<file path="src/rtl/typer_round_controller.sv">
// Game sequencer for the speed-typer word datapath: loads words, checks keys, counts errors.
// Define ROUND_TIMER_EN to add the per-word time limit; otherwise timeout is tied low.
module typer_round_controller #(
    parameter int          NUM_LEVELS   = 30,
    parameter int          LOAD_WAIT    = 3,
    parameter int          MAX_ERRORS   = 15,
    parameter logic [31:0] TIMER_CYCLES = 32'd500_000_000
) (
    input  logic       clk,
    input  logic       reset,
    input  logic       start,
    input  logic       key_valid,
    input  logic [7:0] key_code,
    input  logic [7:0] comparison_data,
    input  logic [7:0] num_char,
    output logic       enable_next_level,
    output logic       get_next_character,
    output logic [7:0] level,
    output logic [7:0] char_index,
    output logic [7:0] error_count,
    output logic       busy,
    output logic       round_done,
    output logic       game_done,
    output logic       game_fail,
    output logic       timeout
);

    localparam int              LW         = (LOAD_WAIT < 2) ? 1 : $clog2(LOAD_WAIT + 1);
    localparam logic [LW-1:0]   LOAD_INIT  = LW'(LOAD_WAIT);
    localparam logic [7:0]      LAST_LEVEL = 8'(NUM_LEVELS - 1);

    typedef enum logic [2:0] {
        IDLE,
        PRIME,
        LOAD,
        TYPE,
        ADVANCE,
        LEVEL_DONE,
        DONE,
        FAIL
    } state_t;

    state_t          state;
    state_t          state_nxt;
    logic [LW-1:0]   load_cnt;
    logic [LW-1:0]   load_cnt_nxt;
    logic [7:0]      level_nxt;
    logic [7:0]      char_nxt;
    logic [7:0]      err_nxt;
    logic [7:0]      char_inc;
    logic            key_hit;
    logic            timer_expired;
    logic            timer_load;
    logic            timeout_set;

    function automatic logic [7:0] sat_inc8(input logic [7:0] v);
        return (v == 8'hFF) ? v : v + 8'd1;
    endfunction

    function automatic logic err_limit_hit(input logic [7:0] cnt);
        return (MAX_ERRORS != 0) && (int'({24'd0, cnt}) >= MAX_ERRORS);
    endfunction

    assign char_inc = char_index + 8'd1;
    assign key_hit  = key_valid && (key_code == comparison_data);

    always_ff @(posedge clk or posedge reset) begin
        if (reset) begin
            state <= IDLE;
        end else begin
            state <= state_nxt;
        end
    end

    always_comb begin
        state_nxt    = state;
        load_cnt_nxt = load_cnt;
        level_nxt    = level;
        char_nxt     = char_index;
        err_nxt      = error_count;
        timer_load   = 1'b0;
        timeout_set  = 1'b0;
        case (state)
            IDLE: begin
                if (start) begin
                    state_nxt = PRIME;
                end
            end
            PRIME: begin
                state_nxt    = LOAD;
                load_cnt_nxt = LOAD_INIT;
            end
            LOAD: begin
                // Leaving on the edge where the count reaches zero keeps LOAD exactly LOAD_WAIT cycles long.
                if (load_cnt <= LW'(1)) begin
                    state_nxt    = TYPE;
                    load_cnt_nxt = '0;
                    char_nxt     = 8'd0;
                    timer_load   = 1'b1;
                end else begin
                    load_cnt_nxt = load_cnt - LW'(1);
                end
            end
            TYPE: begin
                if (key_hit) begin
                    char_nxt  = char_inc;
                    state_nxt = (char_inc == num_char) ? LEVEL_DONE : ADVANCE;
                end else if (timer_expired) begin
                    state_nxt   = FAIL;
                    timeout_set = 1'b1;
                end else if (key_valid) begin
                    err_nxt = sat_inc8(error_count);
                    if (err_limit_hit(err_nxt)) begin
                        state_nxt = FAIL;
                    end
                end
            end
            ADVANCE: begin
                state_nxt = TYPE;
            end
            LEVEL_DONE: begin
                if (level == LAST_LEVEL) begin
                    state_nxt = DONE;
                end else begin
                    level_nxt = level + 8'd1;
                    state_nxt = PRIME;
                end
            end
            DONE, FAIL: begin
                state_nxt = state;
            end
            default: begin
                state_nxt = IDLE;
            end
        endcase
    end

    // Registered outputs follow the state being entered so every pulse lines up with its state.
    always_ff @(posedge clk or posedge reset) begin
        if (reset) begin
            load_cnt           <= '0;
            level              <= 8'd0;
            char_index         <= 8'd0;
            error_count        <= 8'd0;
            enable_next_level  <= 1'b0;
            get_next_character <= 1'b0;
            busy               <= 1'b0;
            round_done         <= 1'b0;
            game_done          <= 1'b0;
            game_fail          <= 1'b0;
        end else begin
            load_cnt           <= load_cnt_nxt;
            level              <= level_nxt;
            char_index         <= char_nxt;
            error_count        <= err_nxt;
            enable_next_level  <= (state_nxt == PRIME);
            get_next_character <= (state_nxt == ADVANCE);
            busy               <= !(state_nxt inside {IDLE, DONE, FAIL});
            round_done         <= (state_nxt == LEVEL_DONE);
            game_done          <= (state_nxt == DONE);
            game_fail          <= (state_nxt == FAIL);
        end
    end

`ifdef ROUND_TIMER_EN
    logic [31:0] timer_cnt;
    logic        timeout_r;

    assign timer_expired = (timer_cnt == 32'd0);

    always_ff @(posedge clk or posedge reset) begin
        if (reset) begin
            timer_cnt <= 32'd0;
            timeout_r <= 1'b0;
        end else begin
            if (timer_load) begin
                timer_cnt <= TIMER_CYCLES;
            end else if ((state == TYPE || state == ADVANCE) && !timer_expired) begin
                timer_cnt <= timer_cnt - 32'd1;
            end
            if (timeout_set) begin
                timeout_r <= 1'b1;
            end
        end
    end

    assign timeout = timeout_r;
`else
    logic unused_timer;

    assign unused_timer  = (^TIMER_CYCLES) ^ timer_load ^ timeout_set;
    assign timer_expired = 1'b0;
    assign timeout       = 1'b0;
`endif

endmodule

</file>
<file path="config.mk">
export PLATFORM = sky130hd
export DESIGN_NAME = typer_round_controller
export DESIGN_NICKNAME = d
export VERILOG_FILES = /design/src/rtl/typer_round_controller.sv
export SDC_FILE = /design/constraint.sdc
export NUM_CORES = 1
export LEC_CHECK = 0
export ABC_AREA = 1
export CAP_MARGIN = 40
export CORE_ASPECT_RATIO = 2
export CORE_MARGIN = 2
export CORE_UTILIZATION = 40
export DETAILED_ROUTE_END_ITERATION = 7
export MAX_ROUTING_LAYER = met4
export PLACE_DENSITY = 0.65
export SETUP_SLACK_MARGIN = 0.2
export SLEW_MARGIN = 15
export SYNTH_ARGS = -nofsm -noshare
export SYNTH_HDL_FRONTEND = slang
export SYNTH_SLANG_ARGS = --single-unit
export TNS_END_PERCENT = 30
</file>
<file path="constraint.sdc">
create_clock -name clk -period 1.9 [get_ports clk]
set_input_delay 0.285 -clock clk [delete_from_list [all_inputs] [get_ports clk]]
set_output_delay 0.285 -clock clk [all_outputs]
set_load 0.005 [all_outputs]
</file>
== After elaboration in Yosys (flattened, before gate mapping) ==
Index checks and enable logic that the tools add are counted.
Word-level totals
  bits of input ports: 28
  output and inout bits: 31
  bits in latches: 0
  memories: 0
  bits in read-only memories: 0
  flip-flop bits (word level): 35
  memory bits (writable): 0
  word-level logic and storage cells: 62
Operators by class
  bitwise gates (word level): 2
  $lt $le $gt $ge: 2
  reduce and logical (&&, ||, !) cells: 11
  $mul: 0
  shift operators: 0
  div/mod/pow operators: 0
  equal/unequal tests: 18
  $add $sub $neg: 4
  muxes and demuxes: 14
Operators with widths (number)
  8-bit by 1-bit adder with 8-bit output, second input constant: 3
  3-bit == test, second input constant: 8
  8-bit 2-to-1 mux: 3
  3-bit one-hot mux with 7 select lines: 1
  3-bit 2-to-1 mux: 6
  8-bit == test: 2
  8-bit one-hot mux with 2 select lines: 1
  8-bit by 5-bit == test with 1-bit output, second input constant: 1
  8-bit == test, second input constant: 1
  8-bit by 4-bit >= comparator with 1-bit output, second input constant: 1
  3-bit by 1-bit == test with 1-bit output, second input constant: 2
  3-bit by 2-bit == test with 1-bit output, second input constant: 2
  3-bit logical NOT: 2
  3-bit AND reduction: 2
  2-bit inequality test, second input constant: 2
  2-bit one-hot mux with 2 select lines: 1
  2-bit nonzero test: 2
  3-bit nonzero test: 1
  2-bit by 1-bit <= comparator with 1-bit output, second input constant: 1
  2-bit 2-to-1 mux: 1
  1-bit inverter: 2
  2-bit AND reduction: 1
  2-bit OR reduction: 1
  2-bit by 1-bit subtractor with 2-bit output, second input constant: 1
  other kinds (3): 3

== Depth between registers and ports, before layout ==
  depth in word-level cells: 10
  mapped depth: 14
  mapped depth without buffers: 14

== Worst setup path before layout ==
Ideal clock, no wire load.
  kind: reg2reg
  start point: register char_index[0]
  end point: register get_next_character
  stages on the path, launching flop included: 12
  path buffers: 0
  library setup time: 0.114 ns
  period minus slack after synthesis: 1.617 ns
  setup slack: 0.283 ns
  required time: 1.786 ns
  data arrival time: 1.503 ns
  cell sequence: dfrtp_1 -> ha_1 -> xnor2_1 -> nand3_1 -> nor2_1 -> nand3_1 -> nor2_1 -> nand3_2 -> nand2_2 -> nand2_2 -> nand2_1 -> nor2_1
On the way
  cells in the longest elaborated chain, start to end: 6
Ends and longest elaborated chain
  start, declared: RTL line 19  | output logic [7:0] char_index,
  start signal, assigned: RTL line 154  | char_index <= char_nxt;
  8-bit by 1-bit adder with 8-bit output: RTL line 64  | assign char_inc = char_index + 8'd1;
  8-bit == test: RTL line 107  | state_nxt = (char_inc == num_char) ? LEVEL_DONE : ADVANCE;
  1-bit 2-to-1 mux: RTL line 107
  3-bit 2-to-1 mux: RTL line 105  | if (key_hit) begin
  3-bit one-hot mux with 7 select lines: RTL line 83  | case (state)
  3-bit == test: RTL line 157  | get_next_character <= (state_nxt == ADVANCE);
  end signal, assigned: RTL line 157
  end, declared: RTL line 17  | output logic get_next_character,
Every way passes these cells.
A chain may end at the register's enable or synchronous reset.

== Worst setup path in the final report ==
  start point: register char_index[1]
  end point: register get_next_character
The elaborated chain is that of the path after synthesis.

==> qor.csv <==
stage,metric,value,unit
run_status,status,finished clean,
die,die_w,56.7,um
worst_setup_path,regToRegStartpoint,char_index[1],
yosys,syn_inst,310,
clock_network,numCtsBuffers,5,
sta,fmax,0.594,GHz
sta,clock_skew,0.00801,ns
sta,report.final.setup_viol,0,
layout,fill_cells,500,
global_route,use_met1,17.1,%
route,vias,2226,
yosys,yosysSeqAreaShare,39.5,%
placed_design,port_buffers,57,
worst_setup_path,critical_path_required,2.10,ns
global_route,first_global_vias,2167,
layout,drive_above_1_share,19.9,%
worst_setup_path,reg2reg_depth,11,
worst_setup_path,cp-end-kind,register,
clock_network,clkLatencyLatePin,0.30,ns
yosys,synth_cell_types,28,
yosys,synth_seq_cells,35,
global_route,met3_usage,2.47,%
worst_setup_path,cp-startpoint,char_index[1],
clock_network,clk_pin_slew,0.08,ns
sta,worst_slack,0.218,ns
sta,layout_min_cycle_time,1.68,ns
yosys,syn-num-nets,342,
placed_design,pre_cts_ws,-0.155,ns
worst_setup_path,cp_top_family,simple AND/OR/NAND/NOR gates,
yosys,netlist.area_leader.share,39.5,%
clock_network,cts_tree,done,
worst_setup_path,path_class,register to register,
clock_network,clockBufferDepth,2,
global_route,track_usage,19.6,%
sta,fin_tns_setup,0,ns
route,ant_nets,0,
worst_setup_path,slowest_delay,0.42,ns
clock_network,clock-sinks,35,
route,drt_pre_antenna_iters,6,
worst_setup_path,cp.depth,11,
worst_setup_path,worstPathMaxFanout,3,
route,drc_errors,0,
layout,antenna_cells,0,
flow_run,cap_violations,0,
placed_design,gp_congestion,0.839,
power_and_ir_drop,power,1660,uW
worst_setup_path,path_cells,ha_4 -> xnor2_1 -> nand3_1 -> nor2_1 -> nand3_1 -> nor2_1 -> nand3_2 -> nand2_4 -> nand2_4 -> nand2_1 -> nor2_1,
yosys,async_flop_share,100,%
sta,hold_viol,0,
die,start_util,41.3,%
route,wirelength,5.62,mm
die,dieHeight,109,um
sta,holdWs,0.398,ns
global_route,grt_max_degree,36,
route,wl_per_cell,12.3,um
layout,syn_to_final_growth,46.5,%
yosys,synth_area,0.00222,sq mm
sta,post-route-period-util,88.5,%
sta,rsz0062_at_grt,yes,
power_and_ir_drop,power_density,511,mW/mm^2
die,dieArea,0.00619,sq mm
placed_design,post_dp_cell_area,0.00296,sq mm
yosys,synthTopCellsByArea,"dfrtp_1 (39%), nand2_1 (14%), inv_1 (8.8%)",
power_and_ir_drop,peakVddDrop,427,uV
sta,slew_viol_final,0,
global_route,gr-usage-met2,40.3,%
layout,fin_nets,427,
global_route,overflow,0,
placed_design,dpl.hpwl,4.43,mm
yosys,synth.largest_area_cell,dfrtp_1,
global_route,grt_first_pass_wirelength,9.25,mm
yosys,yosys_most_used_dff,dfrtp_1,
die,rows,38,
global_route,busiest_layer,met2,
die,coreArea,0.00537,sq mm
yosys,synth_edf_count,0,
die,ioPinCount,59,
clock_network,cts_root_buf,clkbuf_8,
worst_setup_path,cp_slowest_cell,dfrtp_1,
worst_setup_path,start_kind,register,
worst_setup_path,critical-path-top-cell-by-count,nor2_1,
worst_setup_path,cp.buffers_inverters,0,
clock_network,h-tree-depth,2,
layout,fin_area,0.00325,sq mm
worst_setup_path,crit_arrival,1.88,ns
route,via_per_inst,4.88,
min_path,min_path_type,primary input to async pin,
power_and_ir_drop,p_leak,0.00154,uW
yosys,yosys_warnings,0,
global_route,antenna_found_initial,0,
route,drtIter0Drc,71,
yosys,syn_area_per_cell,7.16,sq um
## report_power, final
group	total, uW	internal (uW)	switching, uW
clock	692	391	302
combinational	198	111	87.0
sequential	768	754	13.8
total	1660	1260	402
## routing by layer
| metal | wire length (um) | vias to the layer above |
|---|---|---|
| li1 | - | 1136 |
| met1 | 1980 | 1047 |
| met2 | 3380 | 34 |
| met3 | 132 | 9 |
| met4 | 123 | 0 |
| met5 | 0 | - |
## area by class of cell
cell class / count / area [sq um] / share of cell area, %
well taps: 60 / 75.1 / 2.31
clock inverters: 3 / 43.8 / 1.35
repair buffers: 79 / 743 / 22.9
flip-flops and latches: 35 / 878 / 27.0
inverters: 57 / 214 / 6.58
multi-input cells: 217 / 1230 / 37.7
clock buffers: 5 / 68.8 / 2.12
## metrics by stage
step	std cells	utilization, %
5_1_grt	456	60.5
6_report	456	60.5
2_1_floorplan	310	-
4_1_cts	452	58.5
3_3_place_gp	440	55.1
3_5_place_dp	440	55.1
## cell usage in the layout, fill, tap and decap left out, types with 2 or more instances in the layout
cell	Yosys	routed
nand2_1	84	81
clkdlybuf4s50_1	0	57
inv_1	52	50
dfrtp_1	35	33
nand3_1	25	23
o21ai_0	23	22
buf_4	1	20
nor2_1	24	18
nor2_2	7	12
nand2_2	8	8
inv_2	5	7
xor2_1	7	7
xnor2_1	6	6
nand2_4	2	5
nand4_1	5	5
clkbuf_8	0	5
nand3_2	2	4
nor3_1	4	3
nor2_4	2	3
a21oi_1	4	3
ha_4	0	3
o21ai_1	1	2
o21bai_1	2	2
dfrtp_2	0	2
buf_6	0	2
## tightest hold or removal path: cells and delay by family
family / cells / cell delay, ns
buffers and inverters: 3 / 0.85
## final timing paths
path	endpoint	slack, ns
max	get_next_character	0.22
min	enable_next_level	0.40
max reg2reg	get_next_character	0.22
min reg2reg	load_cnt[1]	0.49
max in group asynchronous	char_index[3]	1.14
min in group clk	load_cnt[1]	0.49
## repair_timing
item | in CTS | in global routing
cloned | 0 | 0
pin swaps | 8 | 11
hold endpoints to repair | 0 | 0
gates resized for setup | 11 | 19
endpoints found under the setup margin | 14 | 19
hold buffers | 0 | 0
buffers inserted | 4 | 4
## Yosys cell counts (4+ instances only)
master / number
nand2_1: 84
inv_1: 52
dfrtp_1: 35
nand3_1: 25
nor2_1: 24
o21ai_0: 23
nand2_2: 8
nor2_2: 7
xor2_1: 7
xnor2_1: 6
inv_2: 5
nand4_1: 5
a21oi_1: 4
ha_1: 4
nor3_1: 4
## kinds of logic after synthesis
group                      after synthesis  share of synthesized area [%]
DFF                                     35                           39.5
buffers and inverters                   58                           9.98
other                                    1                          0.169
and+or+nand+nor                        166                           35.0
xor gates and xnor gates                13                           5.13
adders and majority gates                4                           2.26
AOI/OAI and AO/OA                       33                           8.01
## registers in the layout (all words and copies together) (netlist names)
| register | cells |
|---|---|
| load_cnt | 2 |
| level | 8 |
| char_index | 8 |
| get_next_character | 1 |
| error_count | 8 |
| state | 3 |
| round_done | 1 |
| busy | 1 |
| game_done | 1 |
| enable_next_level | 1 |
| game_fail | 1 |
Note: power is estimated with default switching activity, not from simulation.
